`src/rtl/config_pkg.sv`:
```
// Shared types and register map for the channelised config CSR bank.
package config_pkg;

  typedef logic [31:0] paddr_t;
  typedef logic [31:0] data_t;
  typedef logic [7:0]  size_t;

  typedef enum logic {
    TXN_READ  = 1'b0,
    TXN_WRITE = 1'b1
  } transaction_t;

  typedef enum logic [1:0] {
    REQ_LOAD     = 2'd0,
    REQ_STORE    = 2'd1,
    REQ_ATOMIC   = 2'd2,
    REQ_PREFETCH = 2'd3
  } req_type_t;

  typedef enum logic [1:0] {
    CH_IDLE   = 2'd0,
    CH_PEND   = 2'd1,
    CH_ACTIVE = 2'd2
  } ch_state_t;

  // Offsets within one channel window
  localparam paddr_t OFF_ADDR   = 32'h00;
  localparam paddr_t OFF_OP     = 32'h04;
  localparam paddr_t OFF_SIZE   = 32'h08;
  localparam paddr_t OFF_START  = 32'h0C;
  localparam paddr_t OFF_STATUS = 32'h10;
  localparam paddr_t OFF_IRQ_EN = 32'h14;

  localparam int unsigned STATUS_ERR_BIT = 2;
  localparam int unsigned STATUS_IRQ_BIT = 3;

endpackage

```
`src/rtl/config_csr_channel.sv`:
```
// One transaction channel: ADDR/OP/SIZE registers, launch FSM, sticky error.
// IRQ_EN register and irq_pend only exist when CONFIG_CSR_BANK_IRQ_EN is defined.
//
// state     | meaning
// CH_IDLE   | registers writable, waiting for START
// CH_PEND   | txn_valid high, fields frozen, waiting for txn_ready
// CH_ACTIVE | accepted downstream, waiting for txn_done
module config_csr_channel
  import config_pkg::*;
(
  input  logic      clk,
  input  logic      rst_n,
  input  logic      wr_en,
  input  paddr_t    wr_off,
  input  data_t     wr_data,
  input  logic      txn_ready,
  input  logic      txn_done,
  output logic      txn_valid,
  output paddr_t    txn_addr,
  output req_type_t txn_op,
  output size_t     txn_size,
  output ch_state_t state,
  output logic      err,
  output logic      irq_pend,
  output logic      irq_en
);

  logic idle;
  logic field_wr;

  assign idle     = (state == CH_IDLE);
  assign field_wr = wr_en && (wr_off == OFF_ADDR || wr_off == OFF_OP ||
                              wr_off == OFF_SIZE || wr_off == OFF_START);

  always_ff @(posedge clk or negedge rst_n) begin
    if (!rst_n) begin
      state     <= CH_IDLE;
      txn_valid <= 1'b0;
      txn_addr  <= '0;
      txn_op    <= REQ_LOAD;
      txn_size  <= '0;
      err       <= 1'b0;
    end else begin
      if (field_wr && !idle)
        err <= 1'b1;
      else if (wr_en && wr_off == OFF_STATUS && wr_data[STATUS_ERR_BIT])
        err <= 1'b0;

      // Fields only move in IDLE, so they stay frozen through PEND/ACTIVE
      if (wr_en && idle) begin
        case (wr_off)
          OFF_ADDR: txn_addr <= wr_data;
          OFF_OP:   txn_op   <= req_type_t'(wr_data[1:0]);
          OFF_SIZE: txn_size <= wr_data[7:0];
          default:  ;
        endcase
      end

      case (state)
        CH_IDLE:
          if (wr_en && wr_off == OFF_START && wr_data[0]) begin
            state     <= CH_PEND;
            txn_valid <= 1'b1;
          end
        CH_PEND:
          if (txn_ready) begin
            state     <= CH_ACTIVE;
            txn_valid <= 1'b0;
          end
        CH_ACTIVE:
          if (txn_done) state <= CH_IDLE;
        default: begin
          state     <= CH_IDLE;
          txn_valid <= 1'b0;
        end
      endcase
    end
  end

`ifdef CONFIG_CSR_BANK_IRQ_EN
  always_ff @(posedge clk or negedge rst_n) begin
    if (!rst_n) begin
      irq_pend <= 1'b0;
      irq_en   <= 1'b0;
    end else begin
      if (wr_en && wr_off == OFF_IRQ_EN) irq_en <= wr_data[0];
      // A completion in the same cycle as a clear keeps the new event
      if (state == CH_ACTIVE && txn_done)
        irq_pend <= 1'b1;
      else if (wr_en && wr_off == OFF_STATUS && wr_data[STATUS_IRQ_BIT])
        irq_pend <= 1'b0;
    end
  end
`else
  assign irq_pend = 1'b0;
  assign irq_en   = 1'b0;
`endif

endmodule

```
`src/rtl/config_csr_bank.sv`:
```
// Config CSR bank: address decode into NUM_CH channel windows plus registered read mux.
// Optional irq output and IRQ_EN register enabled by CONFIG_CSR_BANK_IRQ_EN.
module config_csr_bank
  import config_pkg::*;
#(
  parameter int          NUM_CH    = 4,
  parameter logic [11:0] CH_STRIDE = 12'h020
) (
  input  logic                    clk,
  input  logic                    rst_n,
  input  logic                    cfg_valid,
  input  paddr_t                  cfg_addr,
  input  data_t                   cfg_data,
  input  size_t                   cfg_size,
  input  transaction_t            cfg_type,
  output data_t                   cfg_read_data,
  output logic                    cfg_read_valid,
  output logic [NUM_CH-1:0]       txn_valid,
  input  logic [NUM_CH-1:0]       txn_ready,
  output paddr_t [NUM_CH-1:0]     txn_addr,
  output req_type_t [NUM_CH-1:0]  txn_op,
  output size_t [NUM_CH-1:0]      txn_size,
  input  logic [NUM_CH-1:0]       txn_done
`ifdef CONFIG_CSR_BANK_IRQ_EN
  ,
  output logic [NUM_CH-1:0]       irq
`endif
);

  localparam paddr_t STRIDE = paddr_t'(CH_STRIDE);

  paddr_t            ch_sel;
  paddr_t            ch_off;
  logic              cfg_wr;
  logic              cfg_rd;
  data_t             rd_mux;
  ch_state_t         ch_state [NUM_CH];
  logic [NUM_CH-1:0] ch_err;
  logic [NUM_CH-1:0] ch_irq_pend;
  logic [NUM_CH-1:0] ch_irq_en;
  logic              unused_cfg_size;

  // Access width is not needed: every register is a full-word location
  assign unused_cfg_size = ^cfg_size;

  assign ch_sel = cfg_addr / STRIDE;
  assign ch_off = cfg_addr % STRIDE;
  assign cfg_wr = cfg_valid && (cfg_type == TXN_WRITE);
  assign cfg_rd = cfg_valid && (cfg_type == TXN_READ);

  for (genvar c = 0; c < NUM_CH; c++) begin : g_ch
    config_csr_channel u_ch (
      .clk       (clk),
      .rst_n     (rst_n),
      .wr_en     (cfg_wr && (ch_sel == paddr_t'(c))),
      .wr_off    (ch_off),
      .wr_data   (cfg_data),
      .txn_ready (txn_ready[c]),
      .txn_done  (txn_done[c]),
      .txn_valid (txn_valid[c]),
      .txn_addr  (txn_addr[c]),
      .txn_op    (txn_op[c]),
      .txn_size  (txn_size[c]),
      .state     (ch_state[c]),
      .err       (ch_err[c]),
      .irq_pend  (ch_irq_pend[c]),
      .irq_en    (ch_irq_en[c])
    );
  end

`ifdef CONFIG_CSR_BANK_IRQ_EN
  assign irq = ch_irq_pend & ch_irq_en;
`else
  logic unused_irq_en;
  assign unused_irq_en = |ch_irq_en;
`endif

  always_comb begin
    rd_mux = '0;
    for (int c = 0; c < NUM_CH; c++) begin
      if (ch_sel == paddr_t'(c)) begin
        case (ch_off)
          OFF_ADDR:   rd_mux = txn_addr[c];
          OFF_OP:     rd_mux = data_t'(txn_op[c]);
          OFF_SIZE:   rd_mux = data_t'(txn_size[c]);
          OFF_STATUS: rd_mux = data_t'({ch_irq_pend[c], ch_err[c], ch_state[c]});
`ifdef CONFIG_CSR_BANK_IRQ_EN
          OFF_IRQ_EN: rd_mux = data_t'(ch_irq_en[c]);
`endif
          default:    rd_mux = '0;
        endcase
      end
    end
  end

  always_ff @(posedge clk or negedge rst_n) begin
    if (!rst_n) begin
      cfg_read_valid <= 1'b0;
      cfg_read_data  <= '0;
    end else begin
      cfg_read_valid <= cfg_rd;
      cfg_read_data  <= cfg_rd ? rd_mux : '0;
    end
  end

endmodule

```
`config.mk`:
```
export PLATFORM = sky130hd
export DESIGN_NAME = config_csr_bank
export DESIGN_NICKNAME = d
export VERILOG_FILES = /design/src/rtl/config_pkg.sv /design/src/rtl/config_csr_channel.sv /design/src/rtl/config_csr_bank.sv
export SDC_FILE = /design/constraint.sdc
export NUM_CORES = 1
export LEC_CHECK = 0
export ABC_CLOCK_PERIOD_IN_PS = 4600
export CELL_PAD_IN_SITES_DETAIL_PLACEMENT = 1
export CELL_PAD_IN_SITES_GLOBAL_PLACEMENT = 2
export CORE_UTILIZATION = 34
export CTS_BUF_LIST = sky130_fd_sc_hd__clkbuf_2 sky130_fd_sc_hd__clkbuf_4 sky130_fd_sc_hd__clkbuf_8
export CTS_CLUSTER_SIZE = 40
export DETAILED_ROUTE_END_ITERATION = 8
export GPL_ROUTABILITY_DRIVEN = 1
export PLACE_DENSITY = 0.93
export SLEW_MARGIN = 30
export SYNTH_ARGS = -nofsm -noshare
export SYNTH_HDL_FRONTEND = slang
export SYNTH_SLANG_ARGS = --single-unit
```
`constraint.sdc`:
```
create_clock -name clk -period 4.6 [get_ports clk]
set_clock_uncertainty 0.15 [all_clocks]
set_input_delay 0.92 -clock clk [delete_from_list [all_inputs] [get_ports clk]]
set_output_delay 0.92 -clock clk [all_outputs]
set_load 0.1 [all_outputs]
```
After elaboration in Yosys (flattened, before gate mapping)
Index checks and enable logic that the tools add are counted.

Eq/ne operators: 27. Mux-type cells: 45. Bitwise logic cells: 5. Reductions and logical operators: 71.

Operator list (count): case mux 32 bit (4 select lines) (4); two-way mux 32 bit (5); logical NOT 32 bit (2); == test 27 x 2 -> 1 bit, second input constant (2); logical AND 1 bit (34); == test 27 x 1 -> 1 bit, second input constant (1); two-way mux 2 bit (12); inequality test 2 bit, second input constant (12); case mux 2 bit (3 select lines) (4); AND reduction 2 bit (12); AND reduction 3 bit (8); two-way mux 1 bit (16); case mux 1 bit (3 select lines) (4); == test 5 x 4 -> 1 bit, second input constant (2); == test 2 x 1 -> 1 bit, second input constant (4); == test 2 bit, second input constant (4); logical NOT 2 bit (4); nonzero test 2 bit (4); == test 5 x 3 -> 1 bit, second input constant (1); == test 5 bit, second input constant (1); inverter 1 bit (5); logical NOT 1 bit (4); logical OR 1 bit (3).

Register bits: 217. Output and inout port bits: 205. Word-level logic and storage cells: 174.

Logic depth before layout (Yosys ltp)
Gate-level depths: netlist of run 1.

Depth in word-level cells: 7. Gate-level depth with buffers: 8. Mapped depth without buffers: 5.

By module
Synthesis of run 1 repeated with hierarchy kept, for this count alone.

Cell total of the unflattened synthesis: 836. Area, all modules: 10930.5 µm².

By module, submodules not included: config_csr_channel (instances 4, cells each 138, area each 2098.3 µm², sequential area each 1151.1 µm²); config_csr_bank (instances 1, cells each 284, area each 2537.4 µm², sequential area each 825.8 µm²).

Least setup slack after synthesis of run 1
No wires, ideal clock.

Path type: input port to flip-flop. Start point: in cfg_addr[4]. End point: reg g_ch[2].u_ch.txn_addr[10]. Library setup time: 126 ps. Arrival time: 2628 ps. Data required time: 4324 ps. Path slack: 1697 ps. Stages on the path: 8. Buffers on the path: 3. Path through: buf_2 -> or3_1 -> nor3_1 -> buf_2 -> nand2_1 -> nor2_2 -> buf_4 -> mux2_2.

Word-level cells in the longest chain between the ends: 2.

Ends and longest elaborated chain: from (decl) (line config_csr_bank.sv:12) `input paddr_t cfg_addr,`; logical NOT 32 bit (line config_csr_channel.sv:51) `case (wr_off)`; AND reduction 2 bit (no source line); to (signal assigned) (line config_csr_channel.sv:52) `OFF_ADDR: txn_addr <= wr_data;`; to (decl) (line config_csr_channel.sv:19) `output paddr_t txn_addr,`.

No other way between the ends. A chain may end at the register's enable or synchronous reset.

Worst setup path after layout of run 1
Start point: in cfg_addr[3]. End point: reg g_ch[3].u_ch.txn_size[7].

Word-level cells in the longest chain between the ends: 2.

Ends and longest elaborated chain: == test 5 x 4 -> 1 bit (line config_csr_channel.sv:51); AND reduction 2 bit (no source line); to (signal assigned) (line config_csr_channel.sv:54) `OFF_SIZE: txn_size <= wr_data[7:0];`; to (decl) (line config_csr_channel.sv:21) `output size_t txn_size,`.

No other way between the ends.

==> results.sh, run 1 <==
export IMPL_status="complete, no violations"
export IMPL_met2_usage_pct=38.4
export IMPL_yosysSeqAreaShare_pct=55.8
export IMPL_slew_headroom_pct=29.4
export IMPL_rsz0062_at_grt="false"
export IMPL_worstPathArrival_ns=3.63
export IMPL_antenna_found_initial=0
export IMPL_seq_power_share_pct=48.5
export IMPL_num_nets_final=1143
export IMPL_drtIter0Drc=418
export IMPL_power_frac_comb_pct=4.8
export IMPL_clock_fmax_mhz=296
export IMPL_cts_buffers=39
export IMPL_first_global_vias=8553
export IMPL_worst_slew_pin_slew_ns=1.06
export IMPL_path_clk_slew_ns=0.06
export IMPL_h_tree_depth=2
export IMPL_vias=7887
export IMPL_drcViolationCount=0
export IMPL_cts_buffer_depth=3
export IMPL_hold_violations=0
export IMPL_layout_setup_ws_ns=1.22
export IMPL_clock_power_share_pct=46.8
export IMPL_r2r_worst_path_cells=5
export IMPL_irDropWorstVdd_uv=176
export IMPL_drive_above_1_share_pct=19.7
export IMPL_hp_class="in2async"
export IMPL_area_growth_pct=41.1
export IMPL_first_pass_iters=7
export IMPL_diodes=0
export IMPL_switching_power_mw=0.913
export IMPL_synthCells=766
export IMPL_ys_types=53
export IMPL_rr_startpoint="g_ch[1].u_ch.state[1]"
export IMPL_crit_required_ns=4.86
export IMPL_cp_startpoint="cfg_addr[3]"
export IMPL_ctsHoldBuffers=0
export IMPL_place_congestion=0.836
export IMPL_grt_ovfl_total=0
export IMPL_postCtsSetupBuffers=0
export IMPL_synth_top_area_share_pct=55.8
export IMPL_worstPathCellList="clkdlybuf4s50_1 -> nor2b_1 -> and2_1 -> buf_4 -> and2_1 -> nand4_2 -> mux2_2"
export IMPL_syn_num_nets=850
export IMPL_post_synth_top_area_cell="dfrtp_1"
export IMPL_syn_area_mm2=0.00973
export IMPL_place_ws_ns=0.711
export IMPL_finalCritPeriodShare_pct=73.4
export IMPL_use_met1_pct=29.8
export IMPL_ant_nets=0
export IMPL_synth_avg_cell_area_um2=12.7
export IMPL_dp_final_hpwl_um=23000
export IMPL_die_w_um=171
export IMPL_end_kind="flop"
export IMPL_use_met3_pct=5.74
export IMPL_cts_sinks=217
export IMPL_cp_max_fo=28
export IMPL_crit_path_max_incr_delay_ns=0.69
export IMPL_p_leak_nw=6.19
export IMPL_initial_utilization_pct=34.8
export IMPL_fillers=2945
export IMPL_yosys_warnings=0
export IMPL_crit_type="in2reg"
export IMPL_core_rowCount=61
export IMPL_p_int_mw=3.03
export IMPL_synth_area_top_cells="dfrtp_1 (56%), mux2_1 (11%), mux2_2 (9.8%), a211oi_1 (2.6%), o221ai_1 (2.2%)"
export IMPL_fp_dieArea_mm2=0.0293
export IMPL_grt_max_degree=108
export IMPL_fin_setup_tns_ns=0
export IMPL_crit_top_cell="and2_1"
export IMPL_cts_resized=0
export IMPL_final_max_slew_viol_count=0
export IMPL_cp_slowest_cell="clkdlybuf4s50_1"
export IMPL_max_cap_violations=0
export IMPL_power_mw=3.94
export IMPL_top_usage_layer="met2"
export IMPL_port_buffer_count=280
export IMPL_p_sw_share_pct=23.2
export IMPL_vias_per_cell=5.38
export IMPL_clk_insertion_delay_late_ns=0.52
export IMPL_powerDensity_mw_per_mm2=287
export IMPL_grt_pass1_wl_um=51600
export IMPL_coreArea_mm2=0.0279
export IMPL_fin_crit_ns=3.38
export IMPL_routed_wl_um=33800
export IMPL_ys_seq_elements=217
export IMPL_track_usage_pct=23.3
export IMPL_wire_per_inst_um=23.1
export IMPL_ioPinCount=289
export IMPL_cts_tree="done"
export IMPL_setup_viol=0
export IMPL_startpoint_type="primary input"
export IMPL_clock_root_buffer="clkbuf_8"
export IMPL_die_height_um=171
==> flip-flops by register name (all words and copies together), names as in the netlist <==
name / cells
g_ch.u_ch.state: 8
cfg_read_valid: 1
g_ch.u_ch.txn_valid: 4
g_ch.u_ch.txn_size: 32
g_ch.u_ch.txn_addr: 128
g_ch.u_ch.txn_op: 8
g_ch.u_ch.err: 4
cfg_read_data: 32
==> cells in the final DEF, fill, tap and decap left out, types with 3 or more instances in the layout <==
cell type / instances
a211oi_1: 34
a21oi_1: 9
a221oi_1: 7
a222oi_1: 6
a22o_1: 11
a22oi_1: 3
a32oi_1: 3
and2_1: 7
buf_12: 4
buf_2: 14
buf_4: 20
clkbuf_4: 17
clkbuf_8: 46
clkdlybuf4s50_1: 264
clkinv_2: 4
dfrtp_1: 217
mux2_1: 92
mux2_2: 85
nand2_1: 51
nand2b_1: 4
nand3_1: 17
nand4_1: 5
nor2_1: 41
nor2_4: 3
nor2b_1: 28
nor3_1: 6
nor4_1: 4
nor4_4: 4
o21ai_0: 13
o221ai_1: 24
o22ai_1: 3
o31ai_1: 3
or3_1: 3
==> logic make-up after synthesis <==
group / count (synthesis) / synth area share, %
AOI/OAI and AO/OA: 125 / 9.85
buffers and inverters: 54 / 2.79
DFF: 217 / 55.8
muxes: 177 / 20.5
and+or+nand+nor: 193 / 11.0
==> per-layer routing <==
layer	wire length (um)	vias to the layer above
li1	-	3438
met2	16300	283
met5	0	-
met1	14200	4102
met3	2420	64
met4	891	0
==> through the flow <==
stage               area, um^2  hold slack, ns  instances  util [%]
detailed placement       13000           0.342       1396      46.4
CTS                      13700           0.338       1465      49.2
global route             13700           0.365       1465      49.1
floorplan                 9730           0.301        766         -
global placement         13000           0.325       1396      46.5
finish                   13700           0.288       1465      49.1
==> synth_stat cells (all sizes together) <==
cell type    n
nor3         8
nor2b       28
or4          2
a32oi        3
and2         8
a31oi        2
o211ai       1
and3         2
a21oi        9
a211oi      34
o21ai       13
and4         1
a22o        11
mux2       177
o2111ai      1
or3          4
dfrtp      217
nor2        45
clkbuf      26
o221ai      24
buf         26
nand3       17
nand2b       5
a22oi        3
nand4        9
a31o         1
o41ai        1
o31ai        3
nand4b       1
inv          2
nand2       52
nor3b        1
o22ai        3
a221oi       7
o31a         2
a222oi       6
nor4         9
nand3b       1
o2111a       1
==> power groups by stage <==
| stage | combinational [mW] | clock [mW] | sequential, mW |
|---|---|---|---|
| floorplan | 0.0363 | 0 | 1.95 |
| global placement | 0.186 | 0 | 1.94 |
| detailed placement | 0.190 | 0 | 1.94 |
| CTS | 0.191 | 1.90 | 1.91 |
| global route | 0.204 | 1.97 | 1.91 |
| finish | 0.188 | 1.84 | 1.91 |
==> critical path: cells and delay by family <==
kind | cells | cell delay, ns
AND/OR/NAND/NOR | 4 | 1.26
multiplexers | 1 | 0.42
buffers and inverters | 2 | 1.03
==> cell type report <==
type	count	area [um^2]	area share, %
Clock buffer	63	761	5.54
Clock inverter	6	35.0	0.255
Inverter	2	7.51	0.0547
Multi-Input combinational cell	495	4060	29.6
Sequential cell	217	5430	39.6
Tap cell	378	473	3.44
Timing Repair Buffer	304	2960	21.6
==> worst paths after layout <==
path                       slack (ns)                   endpoint
hold / removal                   0.29  g_ch[1].u_ch.txn_addr[24]
max in group asynchronous        3.11   g_ch[2].u_ch.txn_addr[5]
min in group clk                 0.36     g_ch[0].u_ch.txn_valid
setup reg to reg                 2.13  g_ch[1].u_ch.txn_addr[19]
setup / recovery                 1.22   g_ch[3].u_ch.txn_size[7]
hold reg to reg                  0.36     g_ch[0].u_ch.txn_valid
(Power assumes the default switching activity.)
==> run 2: changes to the inputs <==
Settings changed: ABC_CLOCK_PERIOD_IN_PS 4600 to 3250, CORE_UTILIZATION 34 to 32, PLACE_DENSITY 0.93 to 0.88.
Clock period 4.6 ns to 3.25 ns, I/O delays scaled along.
==> run 2 against run 1 <==
Compared with the run above:
- power is 47% higher
- routed wire length increased by 3.2%
- first-iteration DRC count decreased by 5.5%
- largest power group is now the clock network
- critical path type unchanged
- worst hold slack better by 0.056 ns
- sequential power grew 41%
==> results.sh, run 2 (synthesized netlist as in run 1, its figures left out) <==
export IMPL_hp_class="reg2reg"
export IMPL_die_height_um=176
export IMPL_num_nets_final=1176
export IMPL_cp_max_fo=28
export IMPL_regMostFlops="g_ch.u_ch.txn_addr"
export IMPL_h_tree_depth=2
export IMPL_end_kind="flop"
export IMPL_final_cell_mix="buf_4 (246), dfrtp_1 (217), mux2_1 (92), mux2_2 (85), clkdlybuf4s50_1 (72)"
export IMPL_p_sw_share_pct=23.4
export IMPL_cts_tree="done"
export IMPL_worstPathArrival_ns=3.08
export IMPL_max_cap_violations=0
export IMPL_vias=7878
export IMPL_coreArea_mm2=0.0298
export IMPL_p_int_mw=4.44
export IMPL_power_frac_comb_pct=4.9
export IMPL_crit_required_ns=3.51
export IMPL_cts_buffer_depth=3
export IMPL_irDropWorstVdd_uv=268
export IMPL_cts_buffers=42
export IMPL_finalCritPeriodShare_pct=86.7
export IMPL_drive_above_1_share_pct=39.1
export IMPL_core_rowCount=63
export IMPL_drcViolationCount=0
export IMPL_top_regs="g_ch.u_ch.txn_addr x128, cfg_read_data x32, g_ch.u_ch.txn_size x32"
export IMPL_vias_per_cell=5.22
export IMPL_first_pass_iters=5
export IMPL_fp_dieArea_mm2=0.0311
export IMPL_rsz0062_at_grt="false"
export IMPL_wire_per_inst_um=23.1
export IMPL_multi_input_area_mm2=0.00405
export IMPL_ant_nets=0
export IMPL_drtIter0Drc=395
export IMPL_diodes=0
export IMPL_final_max_slew_viol_count=0
export IMPL_clk_insertion_delay_late_ns=0.55
export IMPL_grt_ovfl_total=0
export IMPL_slew_headroom_pct=60.2
export IMPL_routed_wl_um=34900
export IMPL_switching_power_mw=1.36
export IMPL_fillers=3203
export IMPL_finalCoreUtilization_pct=45.9
export IMPL_area_growth_pct=40.7
export IMPL_status="complete, no violations"
export IMPL_fin_crit_ns=2.82
export IMPL_port_buffer_count=280
export IMPL_die_w_um=176
export IMPL_path_clk_slew_ns=0.07
export IMPL_cts_resized=0
export IMPL_track_usage_pct=22.5
export IMPL_hold_violations=0
export IMPL_dp_final_hpwl_um=24100
export IMPL_powerDensity_mw_per_mm2=423
export IMPL_setup_viol=0
export IMPL_crit_type="in2reg"
export IMPL_place_congestion=0.856
export IMPL_worst_slew_pin_slew_ns=0.595
export IMPL_grt_max_degree=72
export IMPL_grt_pass1_wl_um=52900
export IMPL_startpoint_type="primary input"
export IMPL_first_global_vias=8535
export IMPL_clock_fmax_mhz=355
export IMPL_initial_utilization_pct=32.6
export IMPL_layout_commonest_cell="buf_4"
export IMPL_ioPinCount=289
export IMPL_seq_power_share_pct=46.7
export IMPL_largest_register_ffs=128
export IMPL_p_leak_nw=6.79
export IMPL_cts_sinks=217
export IMPL_seq_area_mm2=0.00543
export IMPL_clock_power_share_pct=48.4
export IMPL_power_mw=5.79
export IMPL_clock_root_buffer="clkbuf_8"
export IMPL_antenna_found_initial=2
run 2: what timing repair did:
item                                   CTS  global route
setup buffers                            0             0
hold buffers                             1             0
endpoints found under the hold margin   66             0
run 2: stage by stage:
stage / hold slack, ns / worst slack [ns] / setup TNS [ns] / cells / cell area (um^2)
global route: 0.380 / 0.379 / 0 / 1510 / 13700
finish: 0.343 / 0.433 / 0 / 1510 / 13700
detailed placement: 0.332 / -0.0696 / -2.24 / 1437 / 12800
global placement: 0.328 / -0.0196 / -0.500 / 1437 / 12800
floorplan: 0.204 / 0.617 / 0 / 766 / 9730
CTS: 0.345 / 0.482 / 0 / 1510 / 13700
run 2: per-layer routing:
metal  vias to the layer above  GRT usage (%)  wire, um
li1                       3491              -         -
met4                         4           6.50       865
met2                       267           36.6     16600
met3                        65           4.31      1920
met5                         -              0        24
met1                      4051           30.3     15400
run 2: worst paths after layout:
path                                       start                         to  slack (ns)  cells after the start
hold / removal                  g_ch[2].u_ch.err           g_ch[2].u_ch.err        0.34                      2
min in group asynchronous                  rst_n          cfg_read_data[22]        0.53                      2
max in group asynchronous                  rst_n  g_ch[2].u_ch.txn_addr[13]        1.66                      3
hold reg to reg                 g_ch[2].u_ch.err           g_ch[2].u_ch.err        0.34                      2
setup / recovery                    cfg_addr[18]  g_ch[2].u_ch.txn_addr[15]        0.43                      7
setup reg to reg           g_ch[1].u_ch.state[1]   g_ch[1].u_ch.txn_addr[9]        0.92                      5
run 2: area by class of cell:
cell class              instances  area share, %
clock buffers                  66           6.09
clock inverters                 6          0.256
inverters                       2         0.0548
multi-input cells             495           29.6
flip-flops and latches        217           39.7
well taps                     390           3.56
repair buffers                334           20.8
run 2: power by group through the flow:
stage	Combinational (mW)	Sequential (mW)	Clock (mW)
floorplan	0.0514	2.76	0
global placement	0.281	2.75	0
detailed placement	0.283	2.75	0
CTS	0.286	2.70	2.88
global route	0.306	2.70	3.01
finish	0.283	2.70	2.81
run 2: critical path, stage by stage:
cell	delay, ns
clkdlybuf4s50_1	0.44
nor4_4	0.48
and4_1	0.36
nand3_1	0.26
nor2_4	0.20
buf_12	0.26
mux2_2	0.38
==> run 3: changes to the inputs <==
Settings changed: ABC_AREA set to 0, ABC_CLOCK_PERIOD_IN_PS 3250 to 3000.
Clock period 3.25 ns to 3 ns, I/O delays scaled along.
==> run 3 against run 2 <==
Compared with the run above:
- global-route usage grew 0.26 points
- worst hold slack gained 0.011 ns
- via count grew 1.1%
- first-iteration DRC count shrank 3.0%
- routed wire length is essentially flat
- cell count grew 0.86%
- die area is the same
- worst setup slack lost 0.11 ns
- core utilization grew 0.21 points
- register-to-register slack lost 0.28 ns
- largest power group is now registers
- highest routed layer unchanged
==> results.sh, run 3 (synthesized netlist as in run 1, its figures left out) <==
export IMPL_final_max_slew_viol_count=0
export IMPL_core_rowCount=63
export IMPL_h_tree_depth=2
export IMPL_clock_root_buffer="clkbuf_8"
export IMPL_dp_final_hpwl_um=24100
export IMPL_top_regs="g_ch.u_ch.txn_addr x128, cfg_read_data x32, g_ch.u_ch.txn_size x32"
export IMPL_slew_headroom_pct=62.5
export IMPL_clock_fmax_mhz=373
export IMPL_cp_startpoint="cfg_addr[13]"
export IMPL_layout_setup_ws_ns=0.319
export IMPL_drcViolationCount=0
export IMPL_critPathBufInv=2
export IMPL_path_clk_slew_ns=0.05
export IMPL_first_pass_iters=5
export IMPL_max_cap_violations=0
export IMPL_place_ws_ns=-0.211
export IMPL_initial_utilization_pct=32.6
export IMPL_rsz0062_at_grt="false"
export IMPL_crit_required_ns=3.25
export IMPL_worstPathCellList="clkdlybuf4s50_1 -> nor4_4 -> and4_1 -> nand3_1 -> nor2_4 -> buf_12 -> mux2_2"
export IMPL_cts_tree="done"
export IMPL_place_congestion=0.851
export IMPL_seq_area_mm2=0.00543
export IMPL_num_nets_final=1190
export IMPL_crit_path_end="g_ch[2].u_ch.txn_addr[6]"
export IMPL_worst_slew_pin_slew_ns=0.563
export IMPL_die_height_um=176
export IMPL_worst_path_stages=7
export IMPL_p_leak_nw=6.85
export IMPL_layout_commonest_cell="buf_4"
export IMPL_wire_per_inst_um=22.9
export IMPL_final_cells=1523
export IMPL_end_kind="flop"
export IMPL_crit_type="in2reg"
export IMPL_fin_setup_tns_ns=0
export IMPL_cts_buffers=41
export IMPL_port_buffer_count=280
export IMPL_drtIter0Drc=383
export IMPL_crit_path_max_incr_delay_ns=0.48
export IMPL_grt_ovfl_total=0
export IMPL_die_w_um=176
export IMPL_r2r_end="g_ch[1].u_ch.txn_addr[3]"
export IMPL_vias=7966
export IMPL_grt_max_degree=100
export IMPL_hold_ws_ns=0.354
export IMPL_fin_crit_ns=2.68
export IMPL_routed_wl_um=34900
export IMPL_first_global_vias=8727
export IMPL_final_cell_mix="buf_4 (260), dfrtp_1 (217), mux2_1 (92), mux2_2 (85), clkdlybuf4s50_1 (72)"
export IMPL_vias_per_cell=5.23
export IMPL_r2r_worst_path_cells=5
export IMPL_rr_startpoint="g_ch[1].u_ch.state[1]"
export IMPL_powerDensity_mw_per_mm2=445
export IMPL_setup_viol=0
export IMPL_startpoint_type="primary input"
export IMPL_cts_buffer_depth=3
export IMPL_placed_cell_area_mm2=0.0129
export IMPL_regMostFlops="g_ch.u_ch.txn_addr"
export IMPL_cts_sinks=217
export IMPL_hp_class="in2reg"
export IMPL_largest_register_ffs=128
export IMPL_drive_above_1_share_pct=39.8
export IMPL_path_delay_family="simple AND/OR/NAND/NOR gates"
export IMPL_worstPathArrival_ns=2.93
export IMPL_area_growth_pct=41.4
export IMPL_multi_input_area_mm2=0.00405
export IMPL_finalCoreUtilization_pct=46.1
export IMPL_final_area_mm2=0.0138
export IMPL_ioPinCount=289
export IMPL_finalCritPeriodShare_pct=89.4
export IMPL_irDropWorstVdd_uv=331
export IMPL_cp_slowest_cell="clkdlybuf4s50_1"
export IMPL_fillers=3195
export IMPL_ff2ff_setup_slack_ns=0.64
export IMPL_hold_violations=0
export IMPL_status="complete, no violations"
export IMPL_fp_dieArea_mm2=0.0311
export IMPL_grt_pass1_wl_um=53600
export IMPL_place_inst=1452
export IMPL_cp_max_fo=28
export IMPL_track_usage_pct=22.7
export IMPL_coreArea_mm2=0.0298
export IMPL_clk_insertion_delay_late_ns=0.54
export IMPL_antenna_found_initial=1
export IMPL_ant_nets=0
export IMPL_power_mw=6.12
export IMPL_diodes=0
-- run 3: cell types whose count changed in the layout (fill, tap and decap cells not counted), sizes merged --
cell	before	now
buf	261	276
clkinvlp	2	1
clkinv	4	3
-- run 3: report_power, final --
part           switching [mW]  total (mW)  internal, mW
registers            0.000167        2.93          2.93
logic                   0.183       0.310         0.127
clock network            1.25        2.88          1.64
-- run 3: how the worst min path moves through the flow --
stage / cells after the start / to / slack (ns) / start
floorplan: 0 / cfg_read_data[0] / 0.15 / rst_n
global placement: 1 / g_ch[0].u_ch.txn_addr[18] / 0.34 / g_ch[0].u_ch.txn_addr[18]
detailed placement: 1 / g_ch[0].u_ch.txn_addr[24] / 0.34 / rst_n
CTS: 2 / cfg_read_data[2] / 0.31 / cfg_addr[6]
global route: 2 / cfg_read_data[2] / 0.34 / cfg_addr[6]
finish: 2 / cfg_read_data[2] / 0.35 / cfg_addr[6]
-- run 3: layout make-up --
| class | count | area share [%] |
|---|---|---|
| Sequential cell | 217 | 39.5 |
| Multi-Input combinational cell | 495 | 29.5 |
| Timing Repair Buffer | 349 | 21.6 |
| Clock buffer | 66 | 5.70 |
| Tap cell | 390 | 3.55 |
| Clock inverter | 4 | 0.164 |
| Inverter | 2 | 0.0546 |
-- run 3: routing by layer --
layer / global-route usage (%) / wire, um / vias to the layer above
li1: - / - / 3535
met1: 29.8 / 15200 / 4107
met2: 37.2 / 16700 / 251
met3: 4.67 / 1990 / 71
met4: 7.94 / 1050 / 2
met5: 0 / 8 / -
-- run 3: worst reg2reg max path, delay by kind of cell (launching register included) --
family,cells,cell delay [ns]
buffers and inverters,1,0.26
flip-flops,1,0.49
AND/OR/NAND/NOR,3,0.97
multiplexers,1,0.36
-- run 3: repair_timing --
action / 4_1_cts / 5_1_grt
hold endpoints to repair: 33 / 0
resized for setup: 0 / 0
hold buffers: 1 / 0
setup endpoints to repair: 0 / 0
buffers inserted: 0 / 0
